### src/rtl/ltssm_pkg.sv
// rtl/ltssm_pkg.sv - LTSSM substate/LPIF codes and timeout lookup helpers
package ltssm_pkg;

    typedef enum logic [3:0] {
        SS_DETECT_QUIET   = 4'd0,
        SS_DETECT_ACTIVE  = 4'd1,
        SS_POLL_ACTIVE    = 4'd2,
        SS_POLL_CFG       = 4'd3,
        SS_CFG_LW_START   = 4'd4,
        SS_CFG_LW_ACCEPT  = 4'd5,
        SS_CFG_LN_WAIT    = 4'd6,
        SS_CFG_LN_ACCEPT  = 4'd7,
        SS_CFG_COMPLETE   = 4'd8,
        SS_CFG_IDLE       = 4'd9,
        SS_L0             = 4'd10
    } substate_e;

    typedef enum logic [3:0] {
        LPIF_RESET   = 4'd0,
        LPIF_ACTIVE  = 4'd1,
        LPIF_RETRAIN = 4'd11
    } lpif_e;

    localparam logic [3:0] TIMER_IDLE  = 4'hF;
    localparam logic [3:0] LAST_TIMED  = 4'd9;
    localparam logic [5:0] ELAPSED_MAX = 6'h3F;

    // Residency limit in ms for a timed substate (0..9).
    function automatic logic [5:0] limit_ms(
        input logic [3:0] st,
        input int         t_detect,
        input int         t_poll_act,
        input int         t_poll_cfg,
        input int         t_cfg_start,
        input int         t_cfg_short
    );
        case (st)
            SS_DETECT_QUIET, SS_DETECT_ACTIVE: return 6'(t_detect);
            SS_POLL_ACTIVE:                    return 6'(t_poll_act);
            SS_POLL_CFG:                       return 6'(t_poll_cfg);
            SS_CFG_LW_START:                   return 6'(t_cfg_start);
            default:                           return 6'(t_cfg_short);
        endcase
    endfunction

    function automatic logic [3:0] timeout_target(input logic [3:0] st);
        return (st == SS_DETECT_QUIET) ? SS_DETECT_ACTIVE : SS_DETECT_QUIET;
    endfunction

endpackage

### src/rtl/ltssm_timeout_ctrl_if.sv
// rtl/ltssm_timeout_ctrl_if.sv - LTSSM status in / timeout request out bundle
interface ltssm_timeout_ctrl_if;
    logic       timerEnable;
    logic [3:0] substateTx;
    logic [3:0] substateRx;
    logic [3:0] lpifStateStatus;
    logic       linkUp;
    logic       timeoutPulse;
    logic [3:0] timeoutGoto;
    logic       forceDetect;
    logic [3:0] timerState;
    logic [5:0] elapsedMs;

    modport master (
        output timerEnable, substateTx, substateRx, lpifStateStatus, linkUp,
        input  timeoutPulse, timeoutGoto, forceDetect, timerState, elapsedMs
    );

    modport slave (
        input  timerEnable, substateTx, substateRx, lpifStateStatus, linkUp,
        output timeoutPulse, timeoutGoto, forceDetect, timerState, elapsedMs
    );
endinterface

### src/rtl/ltssm_ms_prescaler.sv
// rtl/ltssm_ms_prescaler.sv - clk-cycle to 1 ms tick divider with clear and enable
module ltssm_ms_prescaler #(
    parameter int TICKS_PER_MS = 100000
) (
    input  logic clk,
    input  logic reset,
    input  logic clear,
    input  logic en,
    output logic msTick
);
    localparam int                CNT_W    = $clog2(TICKS_PER_MS);
    localparam logic [CNT_W-1:0] CNT_LAST = CNT_W'(TICKS_PER_MS - 1);

    logic [CNT_W-1:0] cnt_q;
    logic [CNT_W-1:0] cnt_d;
    logic             at_last;

    assign at_last = (cnt_q == CNT_LAST);
    assign msTick  = en && at_last;

    always_comb begin
        cnt_d = cnt_q;
        if (clear) begin
            cnt_d = '0;
        end else if (en) begin
            cnt_d = at_last ? '0 : cnt_q + 1'b1;
        end
    end

    always_ff @(posedge clk or negedge reset) begin
        if (!reset) begin
            cnt_q <= '0;
        end else begin
            cnt_q <= cnt_d;
        end
    end
endmodule

### src/rtl/ltssm_timeout_ctrl.sv
// rtl/ltssm_timeout_ctrl.sv - per-substate residency timer issuing LTSSM exit requests
module ltssm_timeout_ctrl
    import ltssm_pkg::*;
#(
    parameter int TICKS_PER_MS   = 100000,
    parameter int T_DETECT_MS    = 12,
    parameter int T_POLL_ACT_MS  = 24,
    parameter int T_POLL_CFG_MS  = 48,
    parameter int T_CFG_START_MS = 24,
    parameter int T_CFG_SHORT_MS = 2
) (
    input logic                 clk,
    input logic                 reset,
    ltssm_timeout_ctrl_if.slave bus
);
    logic [3:0] timer_state_q, timer_state_d;
    logic [5:0] elapsed_q, elapsed_d;
    logic       fired_q, fired_d;
    logic       pulse_q, pulse_d;
    logic [3:0] goto_q, goto_d;
    logic       force_q, force_d;

    logic       same_sub;
    logic       link_idle;
    logic       idle_clear;
    logic       entry;
    logic       counting;
    logic       ps_clear;
    logic       ms_tick;
    logic [5:0] limit;
    logic [5:0] elapsed_inc;

    assign same_sub   = (bus.substateTx == bus.substateRx);
    assign link_idle  = (bus.lpifStateStatus != 4'(LPIF_RESET)) || bus.linkUp;
    // A Tx/Rx disagreement is a transient: it freezes the timer rather than clearing it.
    assign idle_clear = link_idle || (same_sub && (bus.substateTx > LAST_TIMED));
    assign entry      = !idle_clear && same_sub && (bus.substateTx != timer_state_q);
    assign counting   = !idle_clear && same_sub && !entry && bus.timerEnable;
    assign ps_clear   = idle_clear || entry;

    assign limit = limit_ms(timer_state_q, T_DETECT_MS, T_POLL_ACT_MS, T_POLL_CFG_MS,
                            T_CFG_START_MS, T_CFG_SHORT_MS);
    assign elapsed_inc = elapsed_q + 6'd1;

    ltssm_ms_prescaler #(
        .TICKS_PER_MS (TICKS_PER_MS)
    ) u_prescaler (
        .clk    (clk),
        .reset  (reset),
        .clear  (ps_clear),
        .en     (counting),
        .msTick (ms_tick)
    );

    always_comb begin
        timer_state_d = timer_state_q;
        elapsed_d     = elapsed_q;
        fired_d       = fired_q;
        pulse_d       = 1'b0;
        goto_d        = 4'd0;
        force_d       = 1'b0;
        if (ps_clear) begin
            timer_state_d = idle_clear ? TIMER_IDLE : bus.substateTx;
            elapsed_d     = '0;
            fired_d       = 1'b0;
        end else if (counting && ms_tick) begin
            if (elapsed_q != ELAPSED_MAX) begin
                elapsed_d = elapsed_inc;
            end
            // The fired flag keeps an ignored request from being reissued.
            if (!fired_q && (elapsed_q != ELAPSED_MAX) && (elapsed_inc == limit)) begin
                pulse_d = 1'b1;
                goto_d  = timeout_target(timer_state_q);
                force_d = (timer_state_q >= 4'(SS_POLL_ACTIVE));
                fired_d = 1'b1;
            end
        end
    end

    always_ff @(posedge clk or negedge reset) begin
        if (!reset) begin
            timer_state_q <= TIMER_IDLE;
            elapsed_q     <= '0;
            fired_q       <= 1'b0;
            pulse_q       <= 1'b0;
            goto_q        <= 4'd0;
            force_q       <= 1'b0;
        end else begin
            timer_state_q <= timer_state_d;
            elapsed_q     <= elapsed_d;
            fired_q       <= fired_d;
            pulse_q       <= pulse_d;
            goto_q        <= goto_d;
            force_q       <= force_d;
        end
    end

    assign bus.timeoutPulse = pulse_q;
    assign bus.timeoutGoto  = goto_q;
    assign bus.forceDetect  = force_q;
    assign bus.timerState   = timer_state_q;
    assign bus.elapsedMs    = elapsed_q;
endmodule

### src/flat_wrapper.sv
// flat-port wrapper written by rule: the top's interface ports become plain ports
module ltssm_timeout_ctrl_flat import ltssm_pkg::*;
#(
    parameter int TICKS_PER_MS   = 100000,
    parameter int T_DETECT_MS    = 12,
    parameter int T_POLL_ACT_MS  = 24,
    parameter int T_POLL_CFG_MS  = 48,
    parameter int T_CFG_START_MS = 24,
    parameter int T_CFG_SHORT_MS = 2
)
  (clk, reset, bus_timerEnable, bus_substateTx, bus_substateRx, bus_lpifStateStatus, bus_linkUp, bus_timeoutPulse, bus_timeoutGoto, bus_forceDetect, bus_timerState, bus_elapsedMs);
  ltssm_timeout_ctrl_if bus_i ();
  input logic clk;
  input logic reset;
  input wire logic [$bits(bus_i.timerEnable)-1:0] bus_timerEnable;
  input wire logic [$bits(bus_i.substateTx)-1:0] bus_substateTx;
  input wire logic [$bits(bus_i.substateRx)-1:0] bus_substateRx;
  input wire logic [$bits(bus_i.lpifStateStatus)-1:0] bus_lpifStateStatus;
  input wire logic [$bits(bus_i.linkUp)-1:0] bus_linkUp;
  output wire logic [$bits(bus_i.timeoutPulse)-1:0] bus_timeoutPulse;
  output wire logic [$bits(bus_i.timeoutGoto)-1:0] bus_timeoutGoto;
  output wire logic [$bits(bus_i.forceDetect)-1:0] bus_forceDetect;
  output wire logic [$bits(bus_i.timerState)-1:0] bus_timerState;
  output wire logic [$bits(bus_i.elapsedMs)-1:0] bus_elapsedMs;
  assign bus_i.timerEnable = bus_timerEnable;
  assign bus_i.substateTx = bus_substateTx;
  assign bus_i.substateRx = bus_substateRx;
  assign bus_i.lpifStateStatus = bus_lpifStateStatus;
  assign bus_i.linkUp = bus_linkUp;
  assign bus_timeoutPulse = bus_i.timeoutPulse;
  assign bus_timeoutGoto = bus_i.timeoutGoto;
  assign bus_forceDetect = bus_i.forceDetect;
  assign bus_timerState = bus_i.timerState;
  assign bus_elapsedMs = bus_i.elapsedMs;
  ltssm_timeout_ctrl #(.TICKS_PER_MS(TICKS_PER_MS), .T_DETECT_MS(T_DETECT_MS), .T_POLL_ACT_MS(T_POLL_ACT_MS), .T_POLL_CFG_MS(T_POLL_CFG_MS), .T_CFG_START_MS(T_CFG_START_MS), .T_CFG_SHORT_MS(T_CFG_SHORT_MS)) u_core (.clk(clk), .reset(reset), .bus(bus_i));
endmodule
### config.mk
export PLATFORM = sky130hd
export DESIGN_NAME = ltssm_timeout_ctrl_flat
export DESIGN_NICKNAME = d
export VERILOG_FILES = /design/src/rtl/ltssm_pkg.sv /design/src/rtl/ltssm_timeout_ctrl_if.sv /design/src/rtl/ltssm_ms_prescaler.sv /design/src/rtl/ltssm_timeout_ctrl.sv /design/src/flat_wrapper.sv
export SDC_FILE = /design/constraint.sdc
export NUM_CORES = 1
export LEC_CHECK = 0
export CORE_MARGIN = 1
export CORE_UTILIZATION = 45
export CTS_CLUSTER_DIAMETER = 150
export DETAILED_ROUTE_END_ITERATION = 12
export PLACE_DENSITY = 0.78
export REMOVE_ABC_BUFFERS = 1
export SYNTH_ARGS = -nofsm -noshare
export SYNTH_HDL_FRONTEND = slang
export SYNTH_SLANG_ARGS = --single-unit
### constraint.sdc
create_clock -name clk -period 3 [get_ports clk]
set_clock_uncertainty 0.15 [all_clocks]
set_input_delay 0.6 -clock clk [delete_from_list [all_inputs] [get_ports clk]]
set_output_delay 0.6 -clock clk [all_outputs]
set_load 0.02 [all_outputs]
==> flow_summary.json <==
{
  "clock_latency_ps": 280,
  "end_kind": "register",
  "cts_max_path_buffers": 2,
  "syn_area_per_cell_um2": 8.80,
  "drv_cap": 0,
  "vias_per_cell": 5.62,
  "io_buffers": 28,
  "ioPinCount": 32,
  "fp-row-count": 23,
  "leakagePower_uw": 0.00106,
  "synth_flop_cell": "dfrtp_1",
  "crit_chain": "clkdlybuf4s50_1 -> or4_4 -> or3b_1 -> or3_1 -> and2_4 -> and2_4 -> a221o_1",
  "cts_hold_repair.buffers": 0,
  "area_growth_pct": 27.9,
  "hold_viol": 0,
  "crit_required_ps": 3010,
  "fmax_ghz": 0.348,
  "setup_violations": 0,
  "synth_area_mm2": 0.00197,
  "critPathTopFamily": "simple AND/OR/NAND/NOR gates",
  "drt_iter0_drc": 123,
  "cp_num_buf_inv": 1,
  "power_density_mw_per_mm2": 335,
  "gp_congestion": 0.861,
  "cts_tree": "built",
  "worst-path-max-fanout": 3,
  "synth-edff-count": 0,
  "drive_gt1_share_pct": 15.0,
  "ys_seq_elements": 31,
  "clkSinkCount": 31,
  "hp-class": "register to register",
  "finalCoreUtilization_pct": 61.3,
  "drtPass1Iterations": 6,
  "finalMaxSlewViolations": 0,
  "period_share_pct": 95.8,
  "path_class": "input port to register",
  "dp_hpwl_um": 3340,
  "ys_warn_count": 0,
  "max_stage_delay_ps": 530,
  "grt_pass1_vias": 1656,
  "synth.distinct_cells": 52,
  "crit_path_start_kind": "input port",
  "ys_async_sr_fraction_pct": 100,
  "vias": 1816,
  "num_antenna_cells": 0,
  "postCtsSetupRepairBufs": 0,
  "cts-root-buf": "clkbuf_8",
  "grt_pass1_wl_um": 7650,
  "nets": 290,
  "cts-buffers-inserted": 5,
  "grt_use_total_pct": 22.5,
  "path_clk_slew_ps": 60,
  "arrival_ps": 2890,
  "post-route-min-period_ps": 2870,
  "die_area_mm2": 0.00465,
  "layout_common_cells": "28 x clkdlybuf4s50_1, 27 x dfrtp_1, 23 x nand3_1",
  "cp_slowest_cell": "or4_4",
  "h-tree-depth": 2,
  "coreArea_mm2": 0.00412,
  "grt_max_degree": 32,
  "power_uw": 844,
  "synthCells": 224,
  "antenna_left": 0,
  "rsz0062_at_grt": "no",
  "layout_commonest_cell": "clkdlybuf4s50_1",
  "cpMostUsedCell": "and2_4",
  "cts.repair.resized": 0,
  "die-height_um": 68.2,
  "antenna_found_initial": 0,
  "drcViolationCount": 0,
  "die_w_um": 68.2,
  "start_util_pct": 47.9,
  "status": "finished clean",
  "vdd_drop_max_v": 0.000155,
  "wl_per_cell_um": 13.8,
  "routed_wl_um": 4460,
  "overflow": 0,
  "ys_seq_area_share_pct": 39.6
}
[routing by layer]
metal | global-route usage (%) | share of wire [%] | vias to the layer above
met5 | 0 | 0 | -
met4 | 7.03 | 1.4 | 0
met3 | 6.83 | 4.9 | 7
met2 | 33.1 | 46 | 66
met1 | 31.3 | 48 | 847
li1 | - | - | 896
[state kept, by name, indices dropped and copies added (netlist names)]
register and count:
u_core.bus.timerState 4, u_core.bus.forceDetect 1, u_core.bus.timeoutGoto 1, u_core.fired_q 1, u_core.bus.timeoutPulse 1, u_core.u_prescaler.cnt_q 17, u_core.bus.elapsedMs 6
[stage by stage]
step           hold WS, ps  setup WS (ps)  setup TNS (ps)  std cells  area (µm²)
3_3_place_gp           313           -143           -1100        315        2420
2_1_floorplan          154           -234            -715        215        1910
6_report               349            127               0        323        2520
5_1_grt                375           49.6               0        323        2520
4_1_cts                343            137               0        323        2520
3_5_place_dp           327           -171           -1400        315        2420
[tightest hold or removal path, stage by stage (launching register included)]
cell	delay, ps
dfrtp_1	360
nand2_1	50
nand2_1	60
[cells by family after synthesis]
| family | Yosys count | share of synthesized area, % |
|---|---|---|
| other | 1 | 0.190 |
| multiplexers | 3 | 1.59 |
| buffers and inverters | 16 | 4.25 |
| adder cells (fa/ha/maj) | 3 | 1.78 |
| XOR/XNOR | 22 | 9.78 |
| AND/OR/NAND/NOR | 115 | 31.7 |
| AO/OA/AOI/OAI | 33 | 11.0 |
| flip-flops | 31 | 39.6 |
[final cells by class]
class | instances | area (µm²)
sequential | 31 | 781
inverter | 5 | 18.8
tap | 50 | 62.6
multi-input combinational | 179 | 1110
fill | 361 | 1590
clock buffer | 8 | 100
timing repair buffer | 50 | 445
[final timing paths]
check                           cells after the start  slack [ps]                         start                          end
worst max-delay path                                7         130        bus_lpifStateStatus[2]  u_core.u_prescaler.cnt_q[7]
worst min-delay path                                2         350                u_core.fired_q               u_core.fired_q
worst max register to register                      6         330  u_core.u_prescaler.cnt_q[11]    u_core.bus.timeoutGoto[0]
worst min register to register                      2         350                u_core.fired_q               u_core.fired_q
max in group asynchronous                           2        1820                         reset     u_core.bus.timerState[1]
min in group asynchronous                           2         550                         reset  u_core.u_prescaler.cnt_q[9]
[cells in the mapped netlist (2+ instances only)]
library cell / n / area (µm²)
ha_1: 2 / 25.0
o21ai_0: 10 / 50.1
nand3b_1: 2 / 15.0
nor4_1: 3 / 18.8
buf_2: 4 / 20.0
buf_4: 3 / 22.5
and3_1: 11 / 68.8
xnor2_1: 5 / 43.8
or3_1: 3 / 18.8
nand3_1: 23 / 115
a221o_1: 2 / 20.0
inv_1: 5 / 18.8
a21oi_1: 7 / 35.0
a2111oi_0: 2 / 17.5
and2_1: 4 / 25.0
and2_4: 2 / 17.5
dfstp_2: 4 / 105
dfrtp_1: 27 / 676
nand2_1: 20 / 75.1
mux2i_1: 2 / 20.0
nor2_1: 20 / 75.1
a41oi_1: 2 / 17.5
nand2b_1: 3 / 18.8
or4_1: 4 / 30.0
nand4_1: 4 / 25.0
nor3_1: 6 / 30.0
clkbuf_1: 3 / 11.3
xor2_1: 17 / 149
[power breakdown]
group / leakage, µW / switching (µW) / total, µW / internal, µW
clock network: 0.0000515 / 152 / 361 / 209
logic: 0.000593 / 31.0 / 64.7 / 33.8
registers: 0.000420 / 0.155 / 419 / 418
No activity file was read; power rests on OpenSTA's default activity.
